[src/rtl/sp_host.sv]
// rtl/sp_host.sv - initiator-side frame source/sink for the SP core
//
// Purpose: buffers one frame of DEPTH 9-bit samples from a local loader,
// streams it to SP as a contiguous in_valid burst (mode on beat 0), then
// collects the DEPTH-beat out_valid response into a readable RX buffer.
//
// Ports:
//   clk, rst                      clock, asynchronous active-high reset
//   ld_valid, ld_data             TX buffer load (IDLE only, wraps at DEPTH)
//   start, start_mode, start_cg   frame launch (IDLE only)
//   busy, done, err               status: not-idle, completion pulse, sticky error
//   rd_addr, rd_data              RX buffer read port (combinational)
//   cg_en, in_valid, in_data,
//   in_mode                       registered outputs to SP
//   out_valid, out_data           response from SP
//
// Build option: SP_HOST_TIMEOUT_EN adds a WAIT-state timeout of TIMEOUT cycles.

module sp_host #(
    parameter int DEPTH   = 6,
    parameter int TIMEOUT = 1000
) (
    input  logic       clk,
    input  logic       rst,
    input  logic       ld_valid,
    input  logic [8:0] ld_data,
    input  logic       start,
    input  logic [2:0] start_mode,
    input  logic       start_cg,
    output logic       busy,
    output logic       done,
    output logic       err,
    input  logic [3:0] rd_addr,
    output logic [8:0] rd_data,
    output logic       cg_en,
    output logic       in_valid,
    output logic [8:0] in_data,
    output logic [2:0] in_mode,
    input  logic       out_valid,
    input  logic [8:0] out_data
);

    typedef enum logic [2:0] {
        S_IDLE,
        S_SEND,
        S_WAIT,
        S_RECV,
        S_DONE
    } state_t;

    localparam logic [3:0] LAST = 4'(DEPTH - 1);

    state_t     state_q, state_d;
    logic [3:0] wptr_q, wptr_d;
    logic [3:0] tx_cnt_q, tx_cnt_d;
    logic [3:0] rx_cnt_q, rx_cnt_d;
    logic [2:0] mode_q, mode_d;
    logic       cg_en_q, cg_en_d;
    logic       err_q, err_d;
    logic       in_valid_q, in_valid_d;
    logic [8:0] in_data_q, in_data_d;
    logic [2:0] in_mode_q, in_mode_d;

    // Buffers are sized to the full 4-bit index space so every index is in
    // range; entries at or above DEPTH are never written and stay zero.
    logic [8:0] tx_buf_q [16];
    logic [8:0] tx_buf_d [16];
    logic [8:0] rx_buf_q [16];
    logic [8:0] rx_buf_d [16];

`ifdef SP_HOST_TIMEOUT_EN
    localparam int             TW        = $clog2(TIMEOUT + 1);
    localparam logic [TW-1:0]  WAIT_LAST = TW'(TIMEOUT - 1);
    logic [TW-1:0] wait_cnt_q, wait_cnt_d;
`else
    // No counter in this build; TIMEOUT is only sanity-checked.
    if (TIMEOUT < 1) begin : g_timeout_unused
    end
`endif

    always_comb begin
        state_d  = state_q;
        wptr_d   = wptr_q;
        tx_cnt_d = tx_cnt_q;
        rx_cnt_d = rx_cnt_q;
        mode_d   = mode_q;
        cg_en_d  = cg_en_q;
        err_d    = err_q;
        tx_buf_d = tx_buf_q;
        rx_buf_d = rx_buf_q;
`ifdef SP_HOST_TIMEOUT_EN
        wait_cnt_d = wait_cnt_q;
`endif

        case (state_q)
            S_IDLE: begin
                // Load is applied before start so a same-cycle load is in the burst.
                if (ld_valid) begin
                    tx_buf_d[wptr_q] = ld_data;
                    wptr_d = (wptr_q == LAST) ? 4'd0 : wptr_q + 4'd1;
                end
                if (start) begin
                    mode_d   = start_mode;
                    cg_en_d  = start_cg;
                    err_d    = 1'b0;
                    tx_cnt_d = 4'd0;
                    rx_cnt_d = 4'd0;
                    state_d  = S_SEND;
                end
                if (out_valid) begin
                    err_d = 1'b1;
                end
            end
            S_SEND: begin
                if (out_valid) begin
                    err_d = 1'b1;
                end
                if (tx_cnt_q == LAST) begin
                    state_d = S_WAIT;
`ifdef SP_HOST_TIMEOUT_EN
                    wait_cnt_d = '0;
`endif
                end else begin
                    tx_cnt_d = tx_cnt_q + 4'd1;
                end
            end
            S_WAIT: begin
                if (out_valid) begin
                    rx_buf_d[0] = out_data;
                    rx_cnt_d    = 4'd1;
                    state_d     = S_RECV;
                end
`ifdef SP_HOST_TIMEOUT_EN
                else if (wait_cnt_q == WAIT_LAST) begin
                    err_d   = 1'b1;
                    state_d = S_DONE;
                end else begin
                    wait_cnt_d = wait_cnt_q + 1'b1;
                end
`endif
            end
            S_RECV: begin
                if (out_valid) begin
                    rx_buf_d[rx_cnt_q] = out_data;
                    if (rx_cnt_q == LAST) begin
                        state_d = S_DONE;
                    end else begin
                        rx_cnt_d = rx_cnt_q + 4'd1;
                    end
                end else begin
                    // Response burst broke before the frame was complete.
                    err_d   = 1'b1;
                    state_d = S_DONE;
                end
            end
            S_DONE: begin
                wptr_d  = 4'd0;
                if (out_valid) begin
                    err_d = 1'b1;
                end
                state_d = S_IDLE;
            end
            default: begin
                state_d = S_IDLE;
            end
        endcase

        // SP-side outputs are computed from next-state values so they can be
        // registered yet still line up with the state they describe.
        in_valid_d = (state_d == S_SEND);
        in_data_d  = in_valid_d ? tx_buf_d[tx_cnt_d] : 9'd0;
        in_mode_d  = (in_valid_d && (tx_cnt_d == 4'd0)) ? mode_d : 3'd0;
    end

    always_ff @(posedge clk or posedge rst) begin
        if (rst) begin
            state_q    <= S_IDLE;
            wptr_q     <= 4'd0;
            tx_cnt_q   <= 4'd0;
            rx_cnt_q   <= 4'd0;
            mode_q     <= 3'd0;
            cg_en_q    <= 1'b0;
            err_q      <= 1'b0;
            in_valid_q <= 1'b0;
            in_data_q  <= 9'd0;
            in_mode_q  <= 3'd0;
            for (int i = 0; i < 16; i++) begin
                tx_buf_q[i] <= 9'd0;
                rx_buf_q[i] <= 9'd0;
            end
`ifdef SP_HOST_TIMEOUT_EN
            wait_cnt_q <= '0;
`endif
        end else begin
            state_q    <= state_d;
            wptr_q     <= wptr_d;
            tx_cnt_q   <= tx_cnt_d;
            rx_cnt_q   <= rx_cnt_d;
            mode_q     <= mode_d;
            cg_en_q    <= cg_en_d;
            err_q      <= err_d;
            in_valid_q <= in_valid_d;
            in_data_q  <= in_data_d;
            in_mode_q  <= in_mode_d;
            tx_buf_q   <= tx_buf_d;
            rx_buf_q   <= rx_buf_d;
`ifdef SP_HOST_TIMEOUT_EN
            wait_cnt_q <= wait_cnt_d;
`endif
        end
    end

    assign busy     = (state_q != S_IDLE);
    assign done     = (state_q == S_DONE);
    assign err      = err_q;
    assign cg_en    = cg_en_q;
    assign in_valid = in_valid_q;
    assign in_data  = in_data_q;
    assign in_mode  = in_mode_q;
    assign rd_data  = (rd_addr < 4'(DEPTH)) ? rx_buf_q[rd_addr] : 9'd0;

endmodule

[config.mk]
export PLATFORM = sky130hd
export DESIGN_NAME = sp_host
export DESIGN_NICKNAME = d
export VERILOG_FILES = /design/src/rtl/sp_host.sv
export SDC_FILE = /design/constraint.sdc
export NUM_CORES = 1
export LEC_CHECK = 0
export ABC_CLOCK_PERIOD_IN_PS = 10540
export BUFFER_PORTS_ARGS = -buffer_cell sky130_fd_sc_hd__buf_4
export CORE_UTILIZATION = 50
export DETAILED_ROUTE_END_ITERATION = 7
export GPL_ROUTABILITY_DRIVEN = 0
export GPL_TIMING_DRIVEN = 1
export PLACE_DENSITY = 0.78
export SYNTH_ARGS = -nofsm -noshare
export SYNTH_HDL_FRONTEND = slang
export SYNTH_SLANG_ARGS = --single-unit
[constraint.sdc]
create_clock -name clk -period 10.54 [get_ports clk]
set_input_delay 2.108 -clock clk [delete_from_list [all_inputs] [get_ports clk]]
set_output_delay 2.108 -clock clk [all_outputs]
set_load 0.03 [all_outputs]
==> reports/summary.txt <==
worst reg2reg startpoint = state_q[0]$_DFF_PP0_
Die X = 154 µm
status = finished, final reports clean
final hold vios = 0
R2R depth = 7
Inst Count DP = 1251
layout cells sized above 1 = 0.230
most common cell after layout, fill and taps aside = dfrtp_1
Layout area overhead = 10.9%
row count = 55
setup slack, reg-to-reg = 6710 ps
synth top area cells = dfrtp_1 (50%), mux2_2 (9.1%), mux2i_1 (6.3%)
n_diodes = 0
Vias = 8124
Hold Path Stages = 2
I/O Buffers = 56
f_max = 177 MHz
vias per cell = 6.27
Slew headroom = 0.198
IO Pins = 57
Post-Syn Area per Cell = 11.6 µm²
Min-Delay Endpoint = mode_q[1]$_DFF_PP0_
Post-DRT Antenna Nets = 0
hold_ws = 466 ps
Min-Delay Path Class = register to register
CTS sink cnt = 231
Post-DP HPWL = 17.3 mm
Slew Limit Fails = 0
NumNets Final = 1030
Max-Cap Viols = 0
combinational power share = 0.424
sequential fraction of the synthesis area = 0.500
setup violators final = 0
CTS clock-pin slew for the worst setup and hold paths = 60 ps
Syn Std Cell Area = 11600 µm²
CP max FO = 10
Worst-Margin Slew = 1200 ps
Finished Layout Cells = 1295
Top FF cell, synth = dfrtp_1
CP Launch Type = input port
vias in the first global route = 8223
later-pin clock latency in the skew report = 530 ps
Overflow after GRT = 0
TritonRoute pass-1 iters = 5
VDD IR-drop max = 0.000278 V
Internal Power = 0.00227 W
CP Capture Type = output port
sw power = 0.00147 W
CP top delay family = simple AND/OR/NAND/NOR gates
largest net degree at the start of global routing = 145
CTS tree = built
Clk network pwr share = 0.241
P per Cell Area = 292 nW/µm²
hold_buf cts = 0
post_cts resized = 0
Routed WL = 27.5 mm
Crit Path Category = input port to output port
WP data required = 8430 ps
Initial Utilization = 0.511
die area = 23700 µm²
Async S/R FF share, synth = 1.00
DRT iter0 DRCs = 682
Crit-path slowest cell = nor2_1
total number of yosys warnings = 0
Switching Fraction = 0.392
Leakage = 6.94 nW
Overall Global Routing Usage = 0.238
clock root cell = clkbuf_16
WP data arrival = 3540 ps
wire length of the first global-routing pass = 44.6 mm
buffer count from post-CTS setup fixing = 0
CP bufs+invs = 3
most frequent cells in the layout = dfrtp_1 (231), mux2_2 (93), inv_1 (83), mux2i_1 (73), buf_4 (65)
DR WL/cell = 21.2 µm
Final Skew = 15.7 ps
CTS Buf Count = 25
H-Tree Depth = 1
post-synthesis cell type with the largest combined area = dfrtp_1
Die Y = 154 µm
CP peak stage delay = 620 ps
Seq cells post-synth = 231
RSZ-0062 raised after global routing = false
Mapped Cells = 998
syn_nets = 1035
Yosys top cell area share = 0.500
DRC viols = 0
critical path, cell by cell = buf_4 > clkinv_1 > nor2_1 > a22oi_1 > nor2_1 > buf_4
Period minus WS final = 5650 ps
distinct cell type count after synthesis = 68
EDFF count, synth = 0
Reg2Reg Capture Point = in_data[7]$_DFF_PP0_
hold path startpoint = mode_q[1]$_DFF_PP0_
Reg power frac = 0.336
core area = 22600 µm²
CTS max path bufs = 3
post-route setup TNS = 0 ps
antenna violations before repair = 0
Final Cycle Share = 0.536
## registers in the layout (all words and copies together) (netlist names)
signal    flops
cg_en         1
err           1
in_data       9
in_mode       3
in_valid      1
mode_q        3
rx_buf_q     54
rx_cnt_q      4
state_q       3
tx_buf_q    144
tx_cnt_q      4
wptr_q        4
## stage by stage
step           power, W  utilization  worst slack (ps)  area, µm²
5_1_grt         0.00395        0.567              4790      12800
2_1_floorplan   0.00240            -              2100      11600
3_5_place_dp    0.00284        0.529              4910      12000
4_1_cts         0.00374        0.567              4900      12800
6_report        0.00374        0.567              4890      12800
3_3_place_gp    0.00281        0.529              4950      12000
## Yosys cell counts (12+ instances only)
cell type,number
nand2_1,33
a221o_1,19
a2111oi_0,18
nor2_1,20
mux2_2,93
clkbuf_1,56
a221oi_1,53
a22oi_1,27
inv_1,84
a21o_1,38
o21ai_1,12
buf_2,29
and3_1,21
dfrtp_1,231
o21ai_0,26
mux2i_1,73
a21boi_0,36
## tightest hold or removal path, cell delays in order, from the launching register on
cell and delay [ps]:
dfrtp_1 320, nand2_1 40, nand2_1 70
## worst max-delay path by stage
stage | from | endpoint | depth (start not counted)
global route | rd_addr[2] | rd_data[3] | 6
CTS | rd_addr[2] | rd_data[3] | 6
detailed placement | rd_addr[2] | rd_data[3] | 6
floorplan | rst | cg_en$_DFFE_PP0P_ | 1
global placement | rd_addr[2] | rd_data[4] | 6
finish | rd_addr[2] | rd_data[3] | 6
## logic make-up after synthesis
group / synth area share
AO/OA/AOI/OAI: 0.175
flip-flops: 0.500
buffers and inverters: 0.0657
multiplexers: 0.177
AND/OR/NAND/NOR: 0.0740
adder cells (fa/ha/maj): 0.00649
XOR/XNOR: 0.00151
## layer usage
layer  vias up  global-route usage  share of wire
met4         0              0.0814          0.029
met1      4096               0.318           0.42
li1       3645                   -              -
met5         -                   0              0
met2       317               0.398           0.48
met3        66              0.0344          0.065
## area by class of cell
class	instances	area [µm²]
timing repair buffer	65	488
inverter	85	327
tap	285	357
sequential	231	5780
fill	1881	9810
clock inverter	11	143
multi-input combinational	585	5030
clock buffer	33	706
## power groups by stage
stage / clock, W / combinational, W / sequential [W]
2_1_floorplan: 0 / 0.00114 / 0.00126
3_3_place_gp: 0 / 0.00155 / 0.00126
3_5_place_dp: 0 / 0.00157 / 0.00127
4_1_cts: 0.000914 / 0.00157 / 0.00125
5_1_grt: 0.000950 / 0.00172 / 0.00128
6_report: 0.000900 / 0.00158 / 0.00126
No activity file was read; power rests on OpenSTA's default activity.
